--- src/rtl/gravador_sequencia.sv ---
// Note-sequence recorder/player/trainer: records key presses with tick durations, replays them, or checks a performer against them.
// Optional build macro GRAVADOR_LOOP_EN makes playback wrap to the first event instead of finishing.
module gravador_sequencia #(
    parameter int DEPTH  = 256,
    parameter int NOTA_W = 4,
    parameter int DUR_W  = 4,
    parameter int ERRO_W = 3
) (
    input  logic                       clock,
    input  logic                       reset,
    input  logic                       tick,
    input  logic [1:0]                 modo,
    input  logic                       inicia,
    input  logic                       para,
    input  logic [NOTA_W-1:0]          nota,
    input  logic                       nota_valida,
    output logic [NOTA_W-1:0]          nota_out,
    output logic                       nota_out_valida,
    output logic [$clog2(DEPTH)-1:0]   endereco,
    output logic [$clog2(DEPTH):0]     comprimento,
    output logic [ERRO_W-1:0]          erros,
    output logic                       acerto,
    output logic                       erro,
    output logic                       ocupado,
    output logic                       fim
);
    localparam int AW = $clog2(DEPTH);
    localparam int MW = NOTA_W + DUR_W;

    typedef enum logic [2:0] {OCIOSO, GRAVA, TOCA, PRATICA, FIM} estado_t;

    function automatic logic [DUR_W-1:0] sat_dur(input logic [DUR_W-1:0] v);
        return (&v) ? v : v + DUR_W'(1);
    endfunction

    function automatic logic [ERRO_W-1:0] sat_erro(input logic [ERRO_W-1:0] v);
        return (&v) ? v : v + ERRO_W'(1);
    endfunction

    estado_t             estado_q, estado_d;
    logic [AW-1:0]       end_q, end_d;
    logic [AW:0]         comp_q, comp_d;
    logic [ERRO_W-1:0]   erros_q, erros_d;
    logic [DUR_W-1:0]    dur_q, dur_d;
    logic                held_q, held_d;
    logic                nv_q;
    logic                acerto_q, acerto_d;
    logic                erro_q, erro_d;
    logic                rd_vld_q, rd_vld_d;
    logic [NOTA_W-1:0]   nota_lat_q, nota_lat_d;
    logic [MW-1:0]       rd_data_q;
    logic [MW-1:0]       mem [DEPTH];
    logic                we;

    logic                subida, descida, ultimo;
    logic [NOTA_W-1:0]   rd_nota;
    logic [DUR_W:0]      dur_prox, dur_ef;

    assign subida   = nota_valida & ~nv_q;
    assign descida  = ~nota_valida & nv_q;
    assign rd_nota  = rd_data_q[MW-1:DUR_W];
    assign dur_prox = {1'b0, dur_q} + (DUR_W+1)'(1);
    // A stored duration of zero plays as a single tick.
    assign dur_ef   = (rd_data_q[DUR_W-1:0] == '0) ? (DUR_W+1)'(1)
                                                   : {1'b0, rd_data_q[DUR_W-1:0]};
    assign ultimo   = (({1'b0, end_q}) + (AW+1)'(1)) == comp_q;

    always_comb begin
        estado_d   = estado_q;
        end_d      = end_q;
        comp_d     = comp_q;
        erros_d    = erros_q;
        dur_d      = dur_q;
        held_d     = held_q;
        nota_lat_d = nota_lat_q;
        acerto_d   = 1'b0;
        erro_d     = 1'b0;
        we         = 1'b0;
        unique case (estado_q)
            OCIOSO, FIM: begin
                if (estado_q == FIM) estado_d = OCIOSO;
                if (inicia) begin
                    case (modo)
                        2'b01: begin
                            estado_d = GRAVA;
                            comp_d   = '0;
                            end_d    = '0;
                            held_d   = 1'b0;
                        end
                        2'b10, 2'b11: begin
                            end_d   = '0;
                            erros_d = '0;
                            dur_d   = '0;
                            if (comp_q == '0)       estado_d = FIM;
                            else if (modo == 2'b10) estado_d = TOCA;
                            else                    estado_d = PRATICA;
                        end
                        default: estado_d = OCIOSO;
                    endcase
                end
            end
            GRAVA: begin
                if (para) begin
                    estado_d = FIM;
                    held_d   = 1'b0;
                end else if (subida) begin
                    nota_lat_d = nota;
                    dur_d      = '0;
                    held_d     = 1'b1;
                end else if (descida && held_q) begin
                    we     = 1'b1;
                    held_d = 1'b0;
                    end_d  = end_q + AW'(1);
                    comp_d = comp_q + (AW+1)'(1);
                    if (end_q == AW'(DEPTH-1)) estado_d = FIM;
                end else if (tick && held_q) begin
                    dur_d = sat_dur(dur_q);
                end
            end
            TOCA: begin
                if (para) begin
                    estado_d = FIM;
                end else if (tick && rd_vld_q) begin
                    if (dur_prox == dur_ef) begin
                        dur_d = '0;
                        if (ultimo) begin
`ifdef GRAVADOR_LOOP_EN
                            end_d = '0;
`else
                            estado_d = FIM;
`endif
                        end else begin
                            end_d = end_q + AW'(1);
                        end
                    end else begin
                        dur_d = dur_prox[DUR_W-1:0];
                    end
                end
            end
            PRATICA: begin
                if (para) begin
                    estado_d = FIM;
                end else if (subida && rd_vld_q) begin
                    if (nota == rd_nota) begin
                        acerto_d = 1'b1;
                        if (ultimo) estado_d = FIM;
                        else        end_d = end_q + AW'(1);
                    end else begin
                        erro_d  = 1'b1;
                        erros_d = sat_erro(erros_q);
                    end
                end
            end
            default: estado_d = OCIOSO;
        endcase
        // Read data trails the address by one cycle, so any address or mode change invalidates it.
        rd_vld_d = ((estado_d == TOCA) || (estado_d == PRATICA)) &&
                   (estado_d == estado_q) && (end_d == end_q);
    end

    always_ff @(posedge clock) begin
        if (reset) begin
            estado_q <= OCIOSO;
            end_q    <= '0;
            comp_q   <= '0;
            erros_q  <= '0;
            dur_q    <= '0;
            held_q   <= 1'b0;
            nv_q     <= 1'b0;
            acerto_q <= 1'b0;
            erro_q   <= 1'b0;
            rd_vld_q <= 1'b0;
        end else begin
            estado_q <= estado_d;
            end_q    <= end_d;
            comp_q   <= comp_d;
            erros_q  <= erros_d;
            dur_q    <= dur_d;
            held_q   <= held_d;
            nv_q     <= nota_valida;
            acerto_q <= acerto_d;
            erro_q   <= erro_d;
            rd_vld_q <= rd_vld_d;
        end
    end

    // Storage is left uninitialised; comprimento gates what is reachable.
    always_ff @(posedge clock) begin
        if (we) mem[end_q] <= {nota_lat_q, dur_q};
        rd_data_q  <= mem[end_q];
        nota_lat_q <= nota_lat_d;
    end

    assign nota_out        = rd_vld_q ? rd_nota : '0;
    assign nota_out_valida = rd_vld_q;
    assign endereco        = end_q;
    assign comprimento     = comp_q;
    assign erros           = erros_q;
    assign acerto          = acerto_q;
    assign erro            = erro_q;
    assign ocupado         = (estado_q == GRAVA) || (estado_q == TOCA) || (estado_q == PRATICA);
    assign fim             = (estado_q == FIM);
endmodule

--- config.mk ---
export PLATFORM = sky130hd
export DESIGN_NAME = gravador_sequencia
export DESIGN_NICKNAME = d
export VERILOG_FILES = /design/src/rtl/gravador_sequencia.sv
export SDC_FILE = /design/constraint.sdc
export NUM_CORES = 2
export LEC_CHECK = 0
export BUFFER_PORTS_ARGS = -buffer_cell sky130_fd_sc_hd__buf_4
export CAP_MARGIN = 15
export CORE_ASPECT_RATIO = 0.8
export CORE_MARGIN = 1
export CORE_UTILIZATION = 57
export DETAILED_ROUTE_END_ITERATION = 8
export MAX_ROUTING_LAYER = met4
export PLACE_DENSITY = 0.72
export SLEW_MARGIN = 20
export SYNTH_ARGS = -nofsm -noshare
export SYNTH_HDL_FRONTEND = slang
export SYNTH_SLANG_ARGS = --single-unit
--- constraint.sdc ---
create_clock -name clock -period 6.6 [get_ports clock]
set_clock_uncertainty 0.15 [all_clocks]
set_input_delay 1.32 -clock clock [delete_from_list [all_inputs] [get_ports clock]]
set_output_delay 1.32 -clock clock [all_outputs]
set_load 0.005 [all_outputs]
==> flow_summary.rst <==
.. list-table::
   :header-rows: 1

   * - Metric
     - Value
   * - Outcome
     - finished clean
   * - Fin Setup TNS
     - 0 ps
   * - Clock network fraction of total power
     - 0.433
   * - Post-synth EDFFs
     - just over 2,000
   * - Average wire length per cell after detail routing
     - around 34 um
   * - Maximum number of buffers from clock root to sink
     - 3
   * - Number of cells upsized or downsized after cts
     - 0
   * - Fraction of power spent switching nets
     - 0.193
   * - DRT iter0 DRCs
     - roughly 5,700
   * - Total GRT Usage
     - 0.282
   * - Critical-path maximum fanout
     - 40
   * - Final Hold Slack
     - 334 ps
   * - H-tree lvl count
     - 4
   * - CTS Root Buffer Type
     - sky130_fd_sc_hd__clkbuf_16
   * - HPWL after DPL
     - approximately 110 mm
   * - Effective utilization at floorplan
     - 0.574
   * - Via Count
     - between 30,000 and 40,000
   * - Sequential share of power
     - 0.564
   * - Leakage component of the power
     - 27.9 nW
   * - Launching element type of the critical path
     - register
   * - Post-CTS setup buffers
     - 0
   * - Final number of max-transition violations
     - 0
   * - GP Congestion
     - between 0.8 and 0.9
   * - Final design utilization
     - 0.634
   * - CTS tree
     - built
   * - Unrepaired setup endpoints after global routing
     - no
   * - Antenna violations before repair
     - 4
   * - Num Clock Sinks
     - about 2,100
   * - GRT overflow
     - 0
   * - Crit share post-route
     - 0.700
   * - Number of hold-slack violations in the final timing report
     - 0
   * - Fraction of layout cells with a size suffix above 1
     - 0.267
   * - Area of the mapped netlist
     - approximately 82,000 sq um
   * - Share of total power in combinational logic
     - 0.003
   * - Clock input transition at the sequential cells of the worst setup and hold paths
     - approximately 70 ps
   * - First-pass detailed-route iteration total
     - 6
   * - Largest voltage drop on the vdd net
     - ~0.26 mV
   * - Net load switching power
     - roughly 4.9 mW
   * - Required time at the worst-slack endpoint
     - 7180 ps
   * - Number of instances in the synthesized netlist
     - 3,713
   * - MaxCap Viol Count
     - 0
   * - Pin count of the biggest net entering global routing
     - about 220
   * - Placed Area
     - approximately 84,000 sq um
   * - Highest-count cells in the layout ignoring fill and taps
     - 2,052 x sky130_fd_sc_hd__edfxtp_1, 639 x sky130_fd_sc_hd__mux4_2, 298 x sky130_fd_sc_hd__nor2_1
   * - Internal power
     - 20.6 mW
   * - Worst max-slew margin expressed relative to the limit
     - 0.196
   * - Antenna violation net count after detailed routing
     - 0
   * - Shortest period the worst path allows
     - 4620 ps
   * - Seq cells post-synth
     - 2,092
   * - Die width
     - between 400 and 500 um
   * - Synth Net Count
     - around 3,700
   * - Final setup fails
     - 0
   * - Height of the chip
     - 341 um
   * - Synth unique cells
     - 75
   * - Net count, final
     - approximately 3,800
   * - Average cell area after synthesis
     - between 20 and 25 sq um
   * - Nature of the critical path endpoint
     - register
   * - DRC viols
     - 0
   * - Clock insertion delay at the later pin of the skew report
     - ~840 ps
   * - Slew of the pin with the lowest slew margin
     - roughly 1200 ps
   * - Arrival time of data at the critical path endpoint
     - ~5200 ps
   * - Num rows
     - around 120
   * - Sequential-to-total area share from yosys stat
     - 0.761
   * - Final instance area
     - a little over 90,000 sq um
   * - Count of hold buffers inserted by post-cts repair
     - 0
   * - Layout overhead on the synthesized area
     - 10.4%
   * - Main flop type after synthesis
     - sky130_fd_sc_hd__edfxtp_1
   * - Number of buffers added by the clock tree synthesis step
     - around 190
   * - WS Path Type
     - reg -> reg
   * - Maximum clock rate
     - 217 MHz
   * - Final wirelength
     - roughly 200 mm
   * - Floorplan core area
     - approximately 140,000 sq um
   * - Type of the most critical hold path
     - reg -> reg
   * - Number of warnings issued by yosys
     - 0
   * - Number of global-route vias before repair
     - ~38,000
   * - Pwr/cell area
     - roughly 280 nW/um^2
   * - Most common library cell in the layout ignoring fill and taps
     - sky130_fd_sc_hd__edfxtp_1
   * - Async S/R FF share, synth
     - 0
   * - Via density per instance
     - 6.79
   * - Count of input and output buffers
     - 40
   * - Die outline area
     - about 150,000 sq um
   * - Global-route wire length before repair
     - ~280 mm
   * - Overall power of the completed layout
     - approximately 25 mW
   * - I/O pin total
     - slightly above 40
## synthesized netlist by cell type, drive strengths merged (14+ instances only)
library cell,instances,share of area
buf,117,0.0087
a22oi,21,0.0019
edfxtp,2052,0.75
nor3,17,0.0012
clkbuf,108,0.0049
nand2,73,0.0033
nand3,49,0.0030
dfxtp,40,0.0098
inv,14,0.00064
mux2i,15,0.0018
o21ai,27,0.0016
a21oi,33,0.0020
nand4,16,0.0012
nor2,300,0.014
mux4,639,0.18
## worst max-delay path, cell delays in order (launching register included)
cell and delay [ps]:
sky130_fd_sc_hd__dfxtp_4 1000, sky130_fd_sc_hd__ha_1 720, sky130_fd_sc_hd__and3_1 380, sky130_fd_sc_hd__a21oi_1 100, sky130_fd_sc_hd__or4b_1 570, sky130_fd_sc_hd__a2111oi_4 790, sky130_fd_sc_hd__nor3_2 270, sky130_fd_sc_hd__a31o_1 290
sky130_fd_sc_hd__a211oi_1 230
## registers in the layout, summed over array words and instances (netlist names)
register / cells
erros: 3
rd_data_q: 8
nota_out_valida: 1
mem: 2048
nv_q: 1
endereco: 8
comprimento: 9
acerto: 1
erro: 1
dur_q: 4
estado_q: 3
nota_lat_q: 4
held_q: 1
## per-layer routing
layer / part of all wire / up-vias / GRT usage / wire (um)
met5: 0 / - / - / 0
met4: 0.030 / 0 / 0.0801 / 5870
li1: - / 15800 / - / -
met1: 0.40 / 21000 / 0.418 / 78400
met3: 0.11 / 331 / 0.0641 / 22000
met2: 0.46 / 2508 / 0.399 / 89800
## layout make-up
cell class	count	area (sq um)
Sequential cell	2092	62400
Fill cell	9225	52200
Multi-Input combinational cell	1382	18400
Clock buffer	240	4970
Tap cell	1890	2360
Clock inverter	108	1200
Timing Repair Buffer	109	1040
Inverter	14	52.6
Antenna cell	1	2.50
## power by group through the flow
stage                     Combinational, mW  Clock, mW  Sequential, mW
after floorplan                      0.0322          0            14.7
after global placement               0.0648          0            14.7
after detailed placement             0.0665          0            14.7
after CTS                            0.0666       11.1            14.4
after global routing                 0.0736       11.6            14.4
final                                0.0682       11.0            14.4
## metrics by stage
stage,std cells,setup WS [ps]
CTS,5833,2010
floorplan,3713,290
detailed placement,5485,1950
global route,5836,1750
global placement,5485,1940
finish,5836,1980
## cells by family after synthesis
family                     Yosys count  share of synthesized area
DFF                               2092                      0.761
muxes                              658                      0.178
and+or+nand+nor                    521                     0.0279
buffers and inverters              239                     0.0143
AOI/OAI and AO/OA                  173                     0.0149
xor gates and xnor gates            21                    0.00224
adders and majority gates            9                    0.00137
## final timing paths
check	slack (ps)	depth (start not counted)	to	startpoint
hold / removal	330	2	erros[1]	erros[1]
setup reg to reg	1980	8	endereco[2]	endereco[0]
setup / recovery	1980	8	endereco[2]	endereco[0]
hold reg to reg	330	2	erros[1]	erros[1]
No activity file was read; power rests on OpenSTA's default activity.
